### src/rtl/muldiv_seq_pkg.sv
// Shared types and constants for the iterative MULTU/DIVU unit.
// FSM state encoding, ALU32 opcodes and op selects.
package muldiv_seq_pkg;

  typedef enum logic [1:0] {
    S_IDLE = 2'd0,
    S_MUL  = 2'd1,
    S_DIV  = 2'd2,
    S_DONE = 2'd3
  } state_t;

  localparam logic [4:0] ALU_AND = 5'b00000;
  localparam logic [4:0] ALU_OR  = 5'b00001;
  localparam logic [4:0] ALU_ADD = 5'b00010;
  localparam logic [4:0] ALU_XOR = 5'b00011;
  localparam logic [4:0] ALU_SUB = 5'b01110;

  localparam logic OP_MULTU = 1'b0;
  localparam logic OP_DIVU  = 1'b1;

endpackage

### src/rtl/muldiv_seq_alu32.sv
// ALU32: 32-bit combinational ALU used for every add/sub step.
// Ports: A, alu_op, B in; overflow, zero, S out.
module alu32
  import muldiv_seq_pkg::*;
(
  input  logic [31:0] A,
  input  logic [4:0]  alu_op,
  input  logic [31:0] B,
  output logic        overflow,
  output logic        zero,
  output logic [31:0] S
);

  always_comb begin
    S        = '0;
    overflow = 1'b0;
    case (alu_op)
      ALU_ADD: begin
        S        = A + B;
        overflow = (A[31] == B[31]) && (S[31] != A[31]);
      end
      ALU_SUB: begin
        S        = A - B;
        overflow = (A[31] != B[31]) && (S[31] != A[31]);
      end
      ALU_AND: S = A & B;
      ALU_OR:  S = A | B;
      ALU_XOR: S = A ^ B;
      default: S = '0;
    endcase
  end

  assign zero = (S == '0);

endmodule

### src/rtl/muldiv_seq.sv
// Iterative unsigned MULTU/DIVU, one bit per clock, via ALU32.
// Ports: clk, reset, start, op, rs_val, rt_val in; busy, done, hi, lo, div_zero out.
module muldiv_seq
  import muldiv_seq_pkg::*;
#(
  parameter int WIDTH = 32,
  parameter int CNT_W = 6
) (
  input  logic             clk,
  input  logic             reset,
  input  logic             start,
  input  logic             op,
  input  logic [WIDTH-1:0] rs_val,
  input  logic [WIDTH-1:0] rt_val,
  output logic             busy,
  output logic             done,
  output logic [WIDTH-1:0] hi,
  output logic [WIDTH-1:0] lo,
  output logic             div_zero
);

  state_t state, state_n;

  logic [CNT_W-1:0] cnt;
  logic [WIDTH-1:0] mcand;
  logic [WIDTH-1:0] d_reg;

  logic [WIDTH-1:0] alu_a;
  logic [WIDTH-1:0] alu_b;
  logic [4:0]       alu_op;
  logic [WIDTH-1:0] alu_s;
  logic             unused_ovf;
  logic             unused_zero;

  logic             last;
  logic             mul_c;
  logic             div_m;
  logic [WIDTH-1:0] div_r;
  logic [WIDTH-1:0] div_q;
  logic             div_bw;

  alu32 u_alu (
    .A        (alu_a),
    .alu_op   (alu_op),
    .B        (alu_b),
    .overflow (unused_ovf),
    .zero     (unused_zero),
    .S        (alu_s)
  );

  assign last = (cnt == CNT_W'(WIDTH - 1));

  // Carry out of hi + mcand, rebuilt from the sum's MSB.
  assign mul_c = (hi[WIDTH-1] & mcand[WIDTH-1])
               | ((hi[WIDTH-1] ^ mcand[WIDTH-1]) & ~alu_s[WIDTH-1]);

  // Shifted partial remainder is 33 bits: {div_m, div_r}.
  assign div_m = hi[WIDTH-1];
  assign div_r = {hi[WIDTH-2:0], lo[WIDTH-1]};
  assign div_q = {lo[WIDTH-2:0], 1'b0};

  // Borrow out of div_r - d_reg, rebuilt from the difference's MSB.
  assign div_bw = (~div_r[WIDTH-1] & d_reg[WIDTH-1])
                | (~(div_r[WIDTH-1] ^ d_reg[WIDTH-1]) & alu_s[WIDTH-1]);

  always_ff @(posedge clk) begin
    if (reset) state <= S_IDLE;
    else       state <= state_n;
  end

  always_comb begin
    state_n = state;
    case (state)
      S_IDLE: begin
        if (start) begin
          if (op == OP_MULTU)    state_n = S_MUL;
          else if (rt_val == '0) state_n = S_DONE;
          else                   state_n = S_DIV;
        end
      end
      S_MUL,
      S_DIV:  if (last) state_n = S_DONE;
      S_DONE: state_n = S_IDLE;
      default: state_n = S_IDLE;
    endcase
  end

  always_comb begin
    busy   = 1'b0;
    done   = 1'b0;
    alu_a  = '0;
    alu_b  = '0;
    alu_op = ALU_ADD;
    case (state)
      S_MUL: begin
        busy   = 1'b1;
        alu_a  = hi;
        alu_b  = mcand;
        alu_op = ALU_ADD;
      end
      S_DIV: begin
        busy   = 1'b1;
        alu_a  = div_r;
        alu_b  = d_reg;
        alu_op = ALU_SUB;
      end
      S_DONE: done = 1'b1;
      default: ;
    endcase
  end

  always_ff @(posedge clk) begin
    if (reset) begin
      hi       <= '0;
      lo       <= '0;
      mcand    <= '0;
      d_reg    <= '0;
      cnt      <= '0;
      div_zero <= 1'b0;
    end else begin
      case (state)
        S_IDLE: begin
          if (start) begin
            d_reg    <= rt_val;
            cnt      <= '0;
            div_zero <= 1'b0;
            if (op == OP_MULTU) begin
              hi    <= '0;
              lo    <= rt_val;
              mcand <= rs_val;
            end else if (rt_val == '0) begin
              hi       <= rs_val;
              lo       <= '1;
              div_zero <= 1'b1;
            end else begin
              hi <= '0;
              lo <= rs_val;
            end
          end
        end
        S_MUL: begin
          cnt <= cnt + 1'b1;
          if (lo[0]) {hi, lo} <= {mul_c, alu_s, lo[WIDTH-1:1]};
          else       {hi, lo} <= {1'b0, hi, lo[WIDTH-1:1]};
        end
        S_DIV: begin
          cnt <= cnt + 1'b1;
          if (div_m | ~div_bw) begin
            hi <= alu_s;
            lo <= div_q | {{(WIDTH-1){1'b0}}, 1'b1};
          end else begin
            hi <= div_r;
            lo <= div_q;
          end
        end
        default: ;
      endcase
    end
  end

endmodule

### config.mk
export PLATFORM = sky130hd
export DESIGN_NAME = muldiv_seq
export DESIGN_NICKNAME = d
export VERILOG_FILES = /design/src/rtl/muldiv_seq_pkg.sv /design/src/rtl/muldiv_seq_alu32.sv /design/src/rtl/muldiv_seq.sv
export SDC_FILE = /design/constraint.sdc
export NUM_CORES = 1
export LEC_CHECK = 0
export CORE_ASPECT_RATIO = 0.6
export CORE_MARGIN = 3
export CORE_UTILIZATION = 62
export DETAILED_ROUTE_END_ITERATION = 10
export PLACE_DENSITY = 0.93
export SYNTH_ARGS = -nofsm -noshare
export SYNTH_HDL_FRONTEND = slang
export SYNTH_SLANG_ARGS = --single-unit
### constraint.sdc
create_clock -name clk -period 12.4 [get_ports clk]
set_input_delay 2.48 -clock clk [delete_from_list [all_inputs] [get_ports clk]]
set_output_delay 2.48 -clock clk [all_outputs]
set_load 0.01 [all_outputs]
== Word level (Yosys, flattened, before mapping) ==
Cells that the tools add are included.
Widths: inputs -> output; s select.
Operators by class
  add/subtract/negate cells: 3
  equal/unequal tests: 10
  multiplexer cells: 27
  bitwise operators: 17
  reductions and logical operators: 11
Operators with widths (count)
  $mux 32: 9
  $pmux 32 s3: 2
  $pmux 32 s5: 1
  $pmux 32 s2: 2
  $add 32x32->32: 1
  $and 32x32->32: 1
  $logic_not 32->1: 1
  $or 32x32->32: 1
  $sub 32x32->32: 1
  $xor 32x32->32: 1
  $pmux 6 s2: 1
  $eq 4x2->1 const B: 2
  $reduce_and 2->1: 4
  $add 6x1->6 const B: 1
  $eq 6x5->1 const B: 1
  $mux 1: 6
  $mux 2: 3
  $mux 6: 1
  $pmux 2 s3: 1
  $logic_not 5->1: 1
  $not 1->1: 5
  $and 1x1->1: 4
  $eq 2x2->1 const B: 2
  $eq 4x1->1 const B: 1
  other kinds (12): 15
Word-level totals
  bits in registers: 137
  output and inout port bits: 67
  word-level logic and storage cells: 75

== Logic depth before layout (Yosys ltp) ==
Gate-level depths: netlist of the first run.
  word-level depth: 10
  gate-level depth with buffers: 29

== Cells and area by module ==
From an unflattened synthesis of the first run, not the netlist that was laid out.
Unflattened totals
  cells, all modules: 2015
  area total of the unflattened synthesis: 14146.1 um2
Modules (own cells, without submodules)
  muldiv_seq: times used 1, cells each 1142, area each 8430.6 um2, seq. area each 2742.6 um2
  alu32: times used 1, cells each 873, area each 5715.5 um2, seq. area each 0.0 um2

== Worst setup path after synthesis of the first run ==
OpenSTA, ideal clock, no wires.
  kind: register to register
  start: reg state[0]
  end: reg hi[23]
  setup time: 0.133 ns
  arrival time: 6.111 ns
  path slack: 6.156 ns
  cell stages (with the launch flop): 29
  clock period less this slack: 6.244 ns
  path through: dfxtp_1 -> inv_1 -> ha_1 -> clkbuf_1 -> clkbuf_1 -> clkbuf_1 -> clkbuf_1 -> nand2b_1 -> ha_1 -> a21boi_0 -> and2_1 -> and4b_1 -> and3_1 -> nor2b_1 -> and2_1 -> nor2_1 -> xor2_1 -> ha_1 -> nand2_1 -> nor3_1 -> nand2_1 -> nor4_1 -> o2111ai_1 -> and4b_1 -> a211oi_2 -> buf_6 -> mux2_4 -> a221oi_2 -> nor4_1
On the way
  cells in the longest elaborated chain, start to end: 10
Ends and longest elaborated chain
  start, declared: line muldiv_seq.sv:22  | state_t state, state_n;
  start signal, assigned: line muldiv_seq.sv:68  | else state <= state_n;
  $eq 2x2->1 or $eq 2x1->1 (tied branches): line muldiv_seq.sv:94, muldiv_seq.sv:121
  $pmux 32 s2 or $mux 4 (tied branches): line muldiv_seq.sv:94  | case (state)
  $sub 32x32->32, or another cell as far along: line muldiv_seq_alu32.sv:23  | S = A - B;
  $pmux 32 s5: line muldiv_seq_alu32.sv:17  | case (alu_op)
  $and 1x1->1: line muldiv_seq.sv:64  | | (~(div_r[WIDTH-1] ^ d_reg[WIDTH-1]) & alu_s[WIDTH-1]);
  $or 1x1->1: line muldiv_seq.sv:64
  $not 1->1: line muldiv_seq.sv:148  | if (div_m | ~div_bw) begin
  $or 1x1->1: line muldiv_seq.sv:148
  $mux 32: line muldiv_seq.sv:148
  $pmux 32 s3: line muldiv_seq.sv:121  | case (state)
  end signal, assigned: line muldiv_seq.sv:132  | hi <= rs_val;
  end signal, assigned: line muldiv_seq.sv:149  | hi <= alu_s;
  end signal, assigned: line muldiv_seq.sv:152  | hi <= div_r;
  end, declared: line muldiv_seq.sv:17  | output logic [WIDTH-1:0] hi,
Parallel ways exist; a longest one is shown, timed or not.
A chain may end at the register's enable or synchronous reset.

== Final worst setup path of the first run ==
  start: reg state[1]
  end: reg hi[8]
Same word-level chain as after synthesis.

==> results of run 1 <==
## per-layer routing
metal / vias to the layer above / track usage / wire length [um]
met5: - / 0 / 0
met4: 0 / 0.1473 / 1469
met3: 168 / 0.08316 / 5257
met2: 1037 / 0.5844 / 15690
met1: 5673 / 0.5364 / 14670
li1: 5537 / - / -
## Yosys cell counts (4+ instances only)
| master | number |
|---|---|
| ha_1 | 39 |
| dfxtp_1 | 137 |
| o31ai_1 | 4 |
| a21boi_0 | 7 |
| xor2_1 | 25 |
| inv_1 | 18 |
| buf_1 | 18 |
| nor2_1 | 201 |
| o21ai_1 | 4 |
| a211oi_1 | 71 |
| and3_1 | 19 |
| a22oi_1 | 50 |
| a221oi_2 | 4 |
| o21ai_0 | 58 |
| a21oi_1 | 151 |
| buf_2 | 4 |
| a221o_1 | 9 |
| clkbuf_1 | 88 |
| or3_1 | 9 |
| and2_1 | 12 |
| nand3_1 | 12 |
| o22ai_1 | 8 |
| nor2b_1 | 6 |
| mux2_1 | 9 |
| o32ai_1 | 6 |
| a211o_1 | 4 |
| a22o_1 | 42 |
| nor3_1 | 42 |
| o21a_1 | 7 |
| mux2i_1 | 24 |
| nor4_1 | 22 |
| buf_4 | 4 |
| a221oi_1 | 15 |
| a31oi_1 | 11 |
| a21o_1 | 11 |
| xnor2_1 | 24 |
| mux2_2 | 15 |
| nand2b_1 | 14 |
| nand2_1 | 231 |
## layout make-up
cell class | count | area [um^2]
well taps | 228 | 285.3
clock inverters | 14 | 130.1
multi-input cells | 1213 | 7445
clock buffers | 18 | 429.2
diodes | 1 | 2.502
fillers | 1211 | 3968
repair buffers | 150 | 1454
inverters | 20 | 75.07
flip-flops and latches | 137 | 2743
## metrics by stage
step / utilization / hold WS [ns] / power, mW
finish: 0.7600 / 0.4555 / 4.449
global route: 0.7600 / 0.4743 / 4.709
CTS: 0.7598 / 0.4553 / 4.323
detailed placement: 0.7260 / 0.4466 / 3.817
global placement: 0.7260 / 0.4409 / 3.752
floorplan: - / 0.4311 / 2.948
## cell usage in the layout, fill, tap and decap left out, types with 11 or more instances in the layout
cell / Yosys / routed
dfxtp_1: 137 / 137
o21ai_0: 58 / 58
a22oi_1: 50 / 50
a22o_1: 42 / 42
xnor2_1: 24 / 24
a211oi_1: 71 / 71
a31oi_1: 11 / 11
buf_4: 4 / 17
nand3_1: 12 / 12
and2_1: 12 / 12
nand2b_1: 14 / 14
mux2i_1: 24 / 24
a21oi_1: 151 / 151
and3_1: 19 / 19
a221oi_1: 15 / 15
mux2_2: 15 / 15
nor4_1: 22 / 22
nor3_1: 42 / 41
a21o_1: 11 / 11
nor2_1: 201 / 200
ha_1: 39 / 36
inv_1: 18 / 18
xor2_1: 25 / 25
clkbuf_16: 0 / 17
nand2_1: 231 / 231
clkdlybuf4s50_1: 0 / 132
## worst max-delay path by stage
stage / to / cells past startpoint
floorplan: hi[23] / 28
global placement: hi[8] / 26
detailed placement: hi[8] / 26
CTS: hi[8] / 26
global route: hi[20] / 26
finish: hi[8] / 26
## power by group
part           switching [mW]  total [mW]  leakage [nW]  internal (mW)
registers               0.169       0.730          1.12          0.561
logic                    1.99        3.22          3.22           1.24
clock network           0.230       0.496         0.264          0.265
## cells by family (layout without fill, tap and decap cells)
kind of cell / after synthesis / count (layout) / synth area share
AOI/OAI and AO/OA: 494 / 494 / 0.3164
xor gates and xnor gates: 50 / 50 / 0.04175
adders and majority gates: 40 / 40 / 0.04761
buffers and inverters: 137 / 202 / 0.05219
DFF: 137 / 137 / 0.2571
muxes: 49 / 49 / 0.04925
other: 0 / 1 / 0
and+or+nand+nor: 580 / 580 / 0.2357
## worst reg2reg max path, cell delays in order, from the launching register on
cell and delay (ns):
dfxtp_1 0.42, inv_1 0.14, ha_4 0.32, buf_4 0.46
a22oi_1 0.35, nand2b_1 0.17, ha_1 0.17, a21boi_0 0.41
and2_1 0.25, and4b_1 0.36, and3_1 0.24, nor2b_1 0.42
and2_1 0.22, nor2_1 0.05, xor2_1 0.17, ha_1 0.38
nand2_1 0.10, nor3_1 0.37, nand2_1 0.17, nor4_1 0.39
o2111ai_1 0.26, and4b_1 0.32, a211oi_4 0.24, buf_4 0.47
mux2_2 0.41, a221oi_1 0.31, nor4_1 0.07
==> impl_results.md, run 1 <==
- Outcome: completed
- Leakage: 4.608 nW
- Final ANT Viol Nets: 0
- Period utilization: 0.6272
- Clock transition at path regs: 0.07 ns
- Max-Cap Viols: 0
- Routability cong.: 0.9823
- Nets: 1647
- Hold Fails Final Rpt: 0
- Syn. warnings: 0
- Clk_lat worst skew: 0.43 ns
- PwrDens: 354.1 nW/um^2
- Clock Sinks: 137
- Dpl ws: 4.956 ns
- Synth unique cells: 70
- Skew final: 0.01453 ns
- Crit path from: state[1]
- CP bufs+invs: 3
- Clk buf depth: 2
- Initial core utilization: 0.6454
- Setup_tns: 0 ns
- Slowest cell on the critical path: buf_4
- CTS Hold Buffers Added: 0
- Die width: 175.4 um
- Avg Cell Area, Syn: 7.175 um^2
- Max Freq: 128.6 MHz
- Reg2reg start: state[1]
- Delay of the slowest cell on the worst path: 0.47 ns
- Slew @ Worst Pin: 1.184 ns
- Vias in the first global route: 11083
- Cell area after placement: 12000 um^2
- R2R Path End: hi[8]
- Yosys top cell area share: 0.2571
- Post-cts sizing count: 0
- Cts bufs inserted: 17
- Vias: 12415
- Initial antenna violation count: 1
- Worst path required time: 12.70 ns
- Post-synth top flop: dfxtp_1
- Setup Fix Bufs, Post-CTS: 0
- Root cell of the clock tree: clkbuf_16
- Setup violators final: 0
- Total GRT Usage: 0.3854
- Data arrival time of the critical path: 8.08 ns
- WHS Path Cells: 2
- DRC viols: 0
- Worst Hold Path EP: d_reg[28]
- Post-synth EDFFs: 0
- I/O Buffers: 134
- Largest net degree at the start of global routing: 102
- GR Overflow Total: 0
- Post-DP HPWL: 25.62 mm
- H-tree levels: 4
- Area delta synth->final: 17.76%
- Dpl cells: 1748
- Synthesis-stage register bit count: 137
- Synthesized area: 10670 um^2
- Kind of critical path: reg2reg
- IO Pins: 135
- Top delay family on crit path: simple AND/OR/NAND/NOR gates
- Core Region: 16530 um^2
- Final worst slack: 4.622 ns
- Starting DRT DRC Count: 2183
- CTS tree: built
- CP max FO: 70
- R2r worst-path depth: 26
- Drt pass-1 iters: 8
- RSZ-0062 raised after global routing: no
- Drt wl/cell: 20.82 um
- Layout cells sized above 1: 0.05735
- Final Critical Period: 7.778 ns
- Via/cell ratio: 6.971
- Top cells by area, synth: dfxtp_1 26%, nand2_1 8.1%, a21oi_1 7.1%
- Die ar.: 18870 um^2
- First-pass GRT wire length: 59.21 mm
- Cell taking the most area after synthesis: dfxtp_1
- # rows: 36
- CP endpoint kind: register
- Fin. max-slew vios: 0
- WL final: 37.09 mm
- Design area: 12560 um^2
- Startpoint Class: register
- Post-synth ARST share: 0
- Non-filler instance count after layout: 1781
- Worst slew margin: 0.2107
- Worst IR Drop VDD: 327.5 uV
- Reg2reg setup slack: 4.62 ns
- Die H: 107.6 um
- Cells after Synth: 1487
- Hold Path Origin: d_reg[28]
- Seq/Total Area, Yosys: 0.2571
- Worst min path class: reg2reg
- Syn nets: 1595
Note: power is estimated with default switching activity, not from simulation.
==> inputs of run 2 (changes only) <==
--- a/config.mk
+++ b/config.mk
@@ -7,9 +7,9 @@
 export LEC_CHECK = 0
 export CORE_ASPECT_RATIO = 0.6
 export CORE_MARGIN = 3
-export CORE_UTILIZATION = 62
+export CORE_UTILIZATION = 57
 export DETAILED_ROUTE_END_ITERATION = 10
-export PLACE_DENSITY = 0.93
+export PLACE_DENSITY = 0.87
 export SYNTH_ARGS = -nofsm -noshare
 export SYNTH_HDL_FRONTEND = slang
 export SYNTH_SLANG_ARGS = --single-unit
==> constraint.sdc (replaced) <==
create_clock -name clk -period 8.1 [get_ports clk]
set_input_delay 1.62 -clock clk [delete_from_list [all_inputs] [get_ports clk]]
set_output_delay 1.62 -clock clk [all_outputs]
set_load 0.01 [all_outputs]
==> run 2 against run 1 <==
Net effect: utilization shrank 6.4 points; non-clock buffer count grew 4; first-iteration DRC count shrank 17%; clock power grew 71%; die area grew 8.4%; critical path type unchanged; fmax grew 5.0%; largest power group unchanged; highest routed layer unchanged; clock skew shrank 0.0037 ns; via count shrank 1.5%; largest cell class unchanged.
==> impl_results.md, run 2 (synthesized netlist as in run 1, its figures left out) <==
- Outcome: completed
- CTS tree: built
- Antenna Cells: 0 (-1)
- Design Power: 6.949 mW (+56%)
- CP bufs+invs: 2 (-1)
- Data arrival time of the critical path: 7.68 ns (-0.40 ns)
- Layout fillers: 1459 (+20%)
- PwrDens: 548.4 nW/um^2 (+55%)
- Area delta synth->final: 18.76%
- Worst min path class: reg2reg
- Starting DRT DRC Count: 1817 (-17%)
- Sw Ratio: 0.5210 (-0.01489)
- GR Overflow Total: 0 (unchanged)
- H-tree levels: 4 (unchanged)
- Multi-input logic area: 7445 um^2 (unchanged)
- Top delay family on crit path: simple AND/OR/NAND/NOR gates
- Max Freq: 135.0 MHz (+5.0%)
- Most common cell after layout, fill and taps aside: nand2_1
- CP endpoint kind: register
- RSZ-0062 raised after global routing: no
- Clk pwr share: 0.122 (+0.011)
- Vias in the first global route: 11084 (+0.0090%)
- Initial core utilization: 0.5859 (-0.05951)
- First-pass GRT wire length: 59.82 mm (+1.0%)
- Via/cell ratio: 6.818 (-2.2%)
- Setup Fix Bufs, Post-CTS: 0 (unchanged)
- Fin. max-slew vios: 0 (unchanged)
- Kind of critical path: reg2reg
- Hold Fails Final Rpt: 0 (unchanged)
- CP max FO: 61 (-13%)
- FF+latch area: 2743 um^2 (unchanged)
- Commonest non-fill, non-tap cells in the layout: 231 x nand2_1, 200 x nor2_1, 151 x a21oi_1
- Core Region: 18210 um^2 (+10%)
- Design area: 12670 um^2 (+0.86%)
- Max-Cap Viols: 0 (unchanged)
- Comb power frac: 0.717 (-0.008)
- Worst slew margin: 0.2413 (+0.03052)
- Die H: 112.0 um (+4.1%)
- Slowest cell on the critical path: nor4_1
- Post-DP HPWL: 25.94 mm (+1.3%)
- Setup_tns: 0 ns (unchanged)
- CTS Hold Buffers Added: 0 (unchanged)
- Seq pwr share: 0.161 (-0.003)
- Clk_lat worst skew: 0.43 ns (about the same)
- WL final: 37.76 mm (+1.8%)
- Vias: 12231 (-1.5%)
- Delay of the slowest cell on the worst path: 0.48 ns (about the same)
- Cts bufs inserted: 17 (unchanged)
- Routability cong.: 0.9872 (+0.50%)
- Drt pass-1 iters: 6 (-2)
- Layout cells sized above 1: 0.05920 (+0.001857)
- Die width: 182.6 um (+4.1%)
- # rows: 38 (+5.6%)
- Drt wl/cell: 21.05 um (+1.1%)
- Cell area after placement: 12050 um^2 (+0.38%)
- Period utilization: 0.9143 (+0.2871)
- Final ANT Viol Nets: 0 (unchanged)
- Skew final: 0.01079 ns (-0.003744 ns)
- IO Pins: 135 (unchanged)
- Startpoint Class: register
- Hold slack: 0.4551 ns (-0.0003840 ns)
- I/O Buffers: 134 (unchanged)
- Slew @ Worst Pin: 1.134 ns (-0.04997 ns)
- Nets: 1651 (+0.24%)
- Total GRT Usage: 0.3595 (-0.02583)
- Clk buf depth: 2 (unchanged)
- Post-cts sizing count: 0 (unchanged)
- DRC viols: 0 (unchanged)
- Root cell of the clock tree: clkbuf_16
- Final Critical Period: 7.406 ns (-0.3714 ns)
- Worst path required time: 8.37 ns (-4.33 ns)
- Setup violators final: 0 (unchanged)
- Largest net degree at the start of global routing: 83 (-19%)
- Internal power: 3.329 mW (+61%)
- Switch Pwr: 3.621 mW (+52%)
- Clock Sinks: 137 (unchanged)
- Clock transition at path regs: 0.06 ns (about the same)
- Worst IR Drop VDD: 362.2 uV (+11%)
- Die ar.: 20450 um^2 (+8.4%)
- Initial antenna violation count: 0 (-1)
- Leakage: 4.666 nW (+1.3%)
run 2: metal layers:
layer / track usage / part of all wire
met1: 0.5045 / 0.41
met2: 0.5448 / 0.44
met3: 0.08750 / 0.13
met4: 0.1151 / 0.027
met5: 0 / 0
run 2: layout make-up:
cell class                 instances  share of cell area
clock buffer                      19             0.03575
clock inverter                    11             0.01353
inverter                          20            0.005925
multi-input combinational       1213              0.5875
sequential                       137              0.2165
tap                              240             0.02370
timing repair buffer             154              0.1171
run 2: worst reg2reg max path: stages (launching register included):
cell,delay (ns)
dfxtp_1,0.44
inv_1,0.16
ha_4,0.41
a22oi_1,0.33
nand2b_1,0.17
ha_1,0.19
a21boi_0,0.37
and2_1,0.24
and4b_1,0.35
and3_1,0.25
nor2b_1,0.32
and2_1,0.22
nor2_1,0.06
xor2_1,0.17
ha_1,0.37
nand2_1,0.11
nor3_1,0.35
nand2_1,0.18
nor4_1,0.48
o2111ai_1,0.30
and4b_1,0.33
a211oi_4,0.23
buf_4,0.46
mux2_2,0.41
a221oi_1,0.28
nor4_1,0.08
run 2: power by group through the flow:
stage                     sequential, mW  clock, mW  combinational (mW)
after floorplan                     1.09          0                3.42
after global placement              1.11          0                4.74
after detailed placement            1.12          0                4.80
after CTS                           1.11      0.849                4.84
after global routing                1.15      0.877                5.37
final                               1.12      0.849                4.98
run 2: final timing paths:
kind,slack (ns),from,cells after the start,end
max,0.69,state[0],25,hi[8]
min,0.46,mcand[1],2,mcand[1]
max reg2reg,0.69,state[0],25,hi[8]
min reg2reg,0.46,mcand[1],2,mcand[1]
run 2: through the flow:
step           setup WS [ns]  std cells  utilization
6_report              0.6938       1794       0.6958
5_1_grt               0.2528       1794       0.6958
4_1_cts               0.9805       1794       0.6958
3_5_place_dp           1.044       1764       0.6615
3_3_place_gp           1.498       1764       0.6615
2_1_floorplan          1.856       1487            -
==> inputs of run 3 (changes only) <==
--- a/config.mk
+++ b/config.mk
@@ -7,9 +7,9 @@
 export LEC_CHECK = 0
 export CORE_ASPECT_RATIO = 0.6
 export CORE_MARGIN = 3
-export CORE_UTILIZATION = 57
+export CORE_UTILIZATION = 34
 export DETAILED_ROUTE_END_ITERATION = 10
-export PLACE_DENSITY = 0.87
+export PLACE_DENSITY = 0.58
 export SYNTH_ARGS = -nofsm -noshare
 export SYNTH_HDL_FRONTEND = slang
 export SYNTH_SLANG_ARGS = --single-unit
==> run 3 against run 2 <==
Net effect: global-route usage shrank 12 points; via count shrank 4.7%; sequential cell count is the same; sequential power is essentially flat; worst hold slack gained 0.00058 ns; total power grew 0.53%; largest cell class unchanged.
==> impl_results.md, run 3 (synthesized netlist as in run 1, its figures left out) <==
- Period utilization: 0.9069 (-0.007462)
- Largest net degree at the start of global routing: 85 (+2.4%)
- Post-cts sizing count: 0 (unchanged)
- Non-filler instance count after layout: 1964 (+9.5%)
- Final ANT Viol Nets: 0 (unchanged)
- First-pass GRT wire length: 63.30 mm (+5.8%)
- Commonest non-fill, non-tap cells in the layout: 231 x nand2_1, 200 x nor2_1, 151 x a21oi_1
- I/O Buffers: 134 (unchanged)
- Initial core utilization: 0.3508 (-0.2350)
- Vias: 11659 (-4.7%)
- Worst min path class: reg2reg
- Total GRT Usage: 0.2375 (-0.1221)
- Layout fillers: 3140 (+120%)
- Die H: 143.2 um (+28%)
- PwrDens: 543.0 nW/um^2 (-1.0%)
- CTS Hold Buffers Added: 0 (unchanged)
- Reg2reg start: state[0]
- Kind of critical path: reg2reg
- Drt pass-1 iters: 10 (+4)
- Clk_lat worst skew: 0.44 ns (about the same)
- Most common cell after layout, fill and taps aside: nand2_1
- Met3 WL post-DR: 3.083 mm (-35%)
- DR top layer: met4
- Post-DP HPWL: 29.96 mm (+15%)
- Routed metal-1 wirelength: 19.47 mm (+26%)
- Delay of the slowest cell on the worst path: 0.48 ns (about the same)
- Core Region: 30410 um^2 (+67%)
- FF+latch area: 2743 um^2 (unchanged)
- Multi-input logic area: 7445 um^2 (unchanged)
- Die width: 234.7 um (+29%)
- Max Freq: 136.1 MHz (+0.82%)
- Hold Path Origin: mcand[10]
- Antenna Cells: 0 (unchanged)
- GR Overflow Total: 0 (unchanged)
- WL final: 40.92 mm (+8.4%)
- Final Critical Period: 7.346 ns (-0.06044 ns)
- Slew @ Worst Pin: 1.182 ns (+0.04831 ns)
- Data arrival time of the critical path: 7.64 ns (-0.04 ns)
- Initial antenna violation count: 0 (unchanged)
- CP max FO: 52 (-15%)
- Starting DRT DRC Count: 1050 (-42%)
- Dpl cells: 1933 (+9.6%)
- Startpoint Class: register
- RSZ-0062 raised after global routing: no
- Routability cong.: 0.8772 (-11%)
- Hold Fails Final Rpt: 0 (unchanged)
- CTS tree: built
- Leakage: 4.670 nW (about the same)
- Nets: 1652 (+0.061%)
- Area delta synth->final: 20.59%
- Worst slew margin: 0.2089 (-0.03232)
- Via/cell ratio: 5.936 (-13%)
- Crit path from: state[0]
- Clk buf depth: 2 (unchanged)
- Skew final: 0.01315 ns (+0.002355 ns)
- WL met2: 17.78 mm (+7.9%)
- Vias in the first global route: 10667 (-3.8%)
- DRC viols: 0 (unchanged)
- Max-Cap Viols: 0 (unchanged)
- Setup violators final: 0 (unchanged)
- Fin. max-slew vios: 0 (unchanged)
- Setup_tns: 0 ns (unchanged)
- Setup Fix Bufs, Post-CTS: 0 (unchanged)
- Final core utilization: 0.4231 (-0.2727)
- Cts bufs inserted: 17 (unchanged)
- Outcome: completed
- Slowest cell on the critical path: buf_4
- Worst IR Drop VDD: 348.5 uV (-3.8%)
- Cell area after placement: 12260 um^2 (+1.8%)
- Root cell of the clock tree: clkbuf_16
- Design area: 12870 um^2 (+1.5%)
- IO Pins: 135 (unchanged)
- Drt wl/cell: 20.84 um (-1.0%)
- Clock transition at path regs: 0.07 ns (about the same)
- Layout cells sized above 1: 0.05977 (+0.0005666)
- Worst path required time: 8.39 ns (+0.02 ns)
- H-tree levels: 4 (unchanged)
- # rows: 49 (+29%)
- Clock Sinks: 137 (unchanged)
- CP endpoint kind: register
- Die ar.: 33610 um^2 (+64%)
- Design Power: 6.986 mW (+0.53%)
[run 3: cell count changes in the layout (fill, tap and decap cells not counted), sizes merged]
cell	delta
clkbuf	+1
buf	+1
clkinvlp	-2
clkinv	+3
bufinv	-1
[run 3: worst paths after layout]
check	cells past startpoint	slack [ns]	endpoint
setup / recovery	25	0.75	hi[20]
hold / removal	2	0.46	mcand[10]
setup reg to reg	25	0.75	hi[20]
hold reg to reg	2	0.46	mcand[10]
[run 3: area by class of cell]
type	count	area share
Timing Repair Buffer	155	0.1159
Tap cell	408	0.03968
Clock buffer	20	0.03550
Multi-Input combinational cell	1213	0.5786
Sequential cell	137	0.2132
Inverter	20	0.005835
Clock inverter	11	0.01128
[run 3: metrics by stage]
step,hold slack (ns),setup WS [ns]
3_3_place_gp,0.4411,1.229
5_1_grt,0.4728,0.1564
6_report,0.4557,0.7542
2_1_floorplan,0.4311,1.856
4_1_cts,0.4558,0.9482
3_5_place_dp,0.4473,0.9679
[run 3: per-layer routing]
metal | up-vias | global-route usage
met3 | 40 | 0.03899
met2 | 501 | 0.3625
met4 | 0 | 0.05822
li1 | 5536 | -
met5 | - | 0
met1 | 5582 | 0.3481
[run 3: power by group]
group | internal, mW | total (mW) | switching [mW]
Combinational | 1.94 | 5.05 | 3.10
Sequential | 0.859 | 1.12 | 0.257
Clock | 0.499 | 0.822 | 0.323
Total | 3.30 | 6.99 | 3.68
[run 3: worst max-delay path, delay by kind of cell, from the launching register on]
family	cells	cell delay [ns]
buffers and inverters	2	0.63
xor gates and xnor gates	1	0.17
adders and majority gates	3	0.90
AOI/OAI and AO/OA	5	1.48
muxes	1	0.39
DFF	1	0.44
and+or+nand+nor	13	3.15
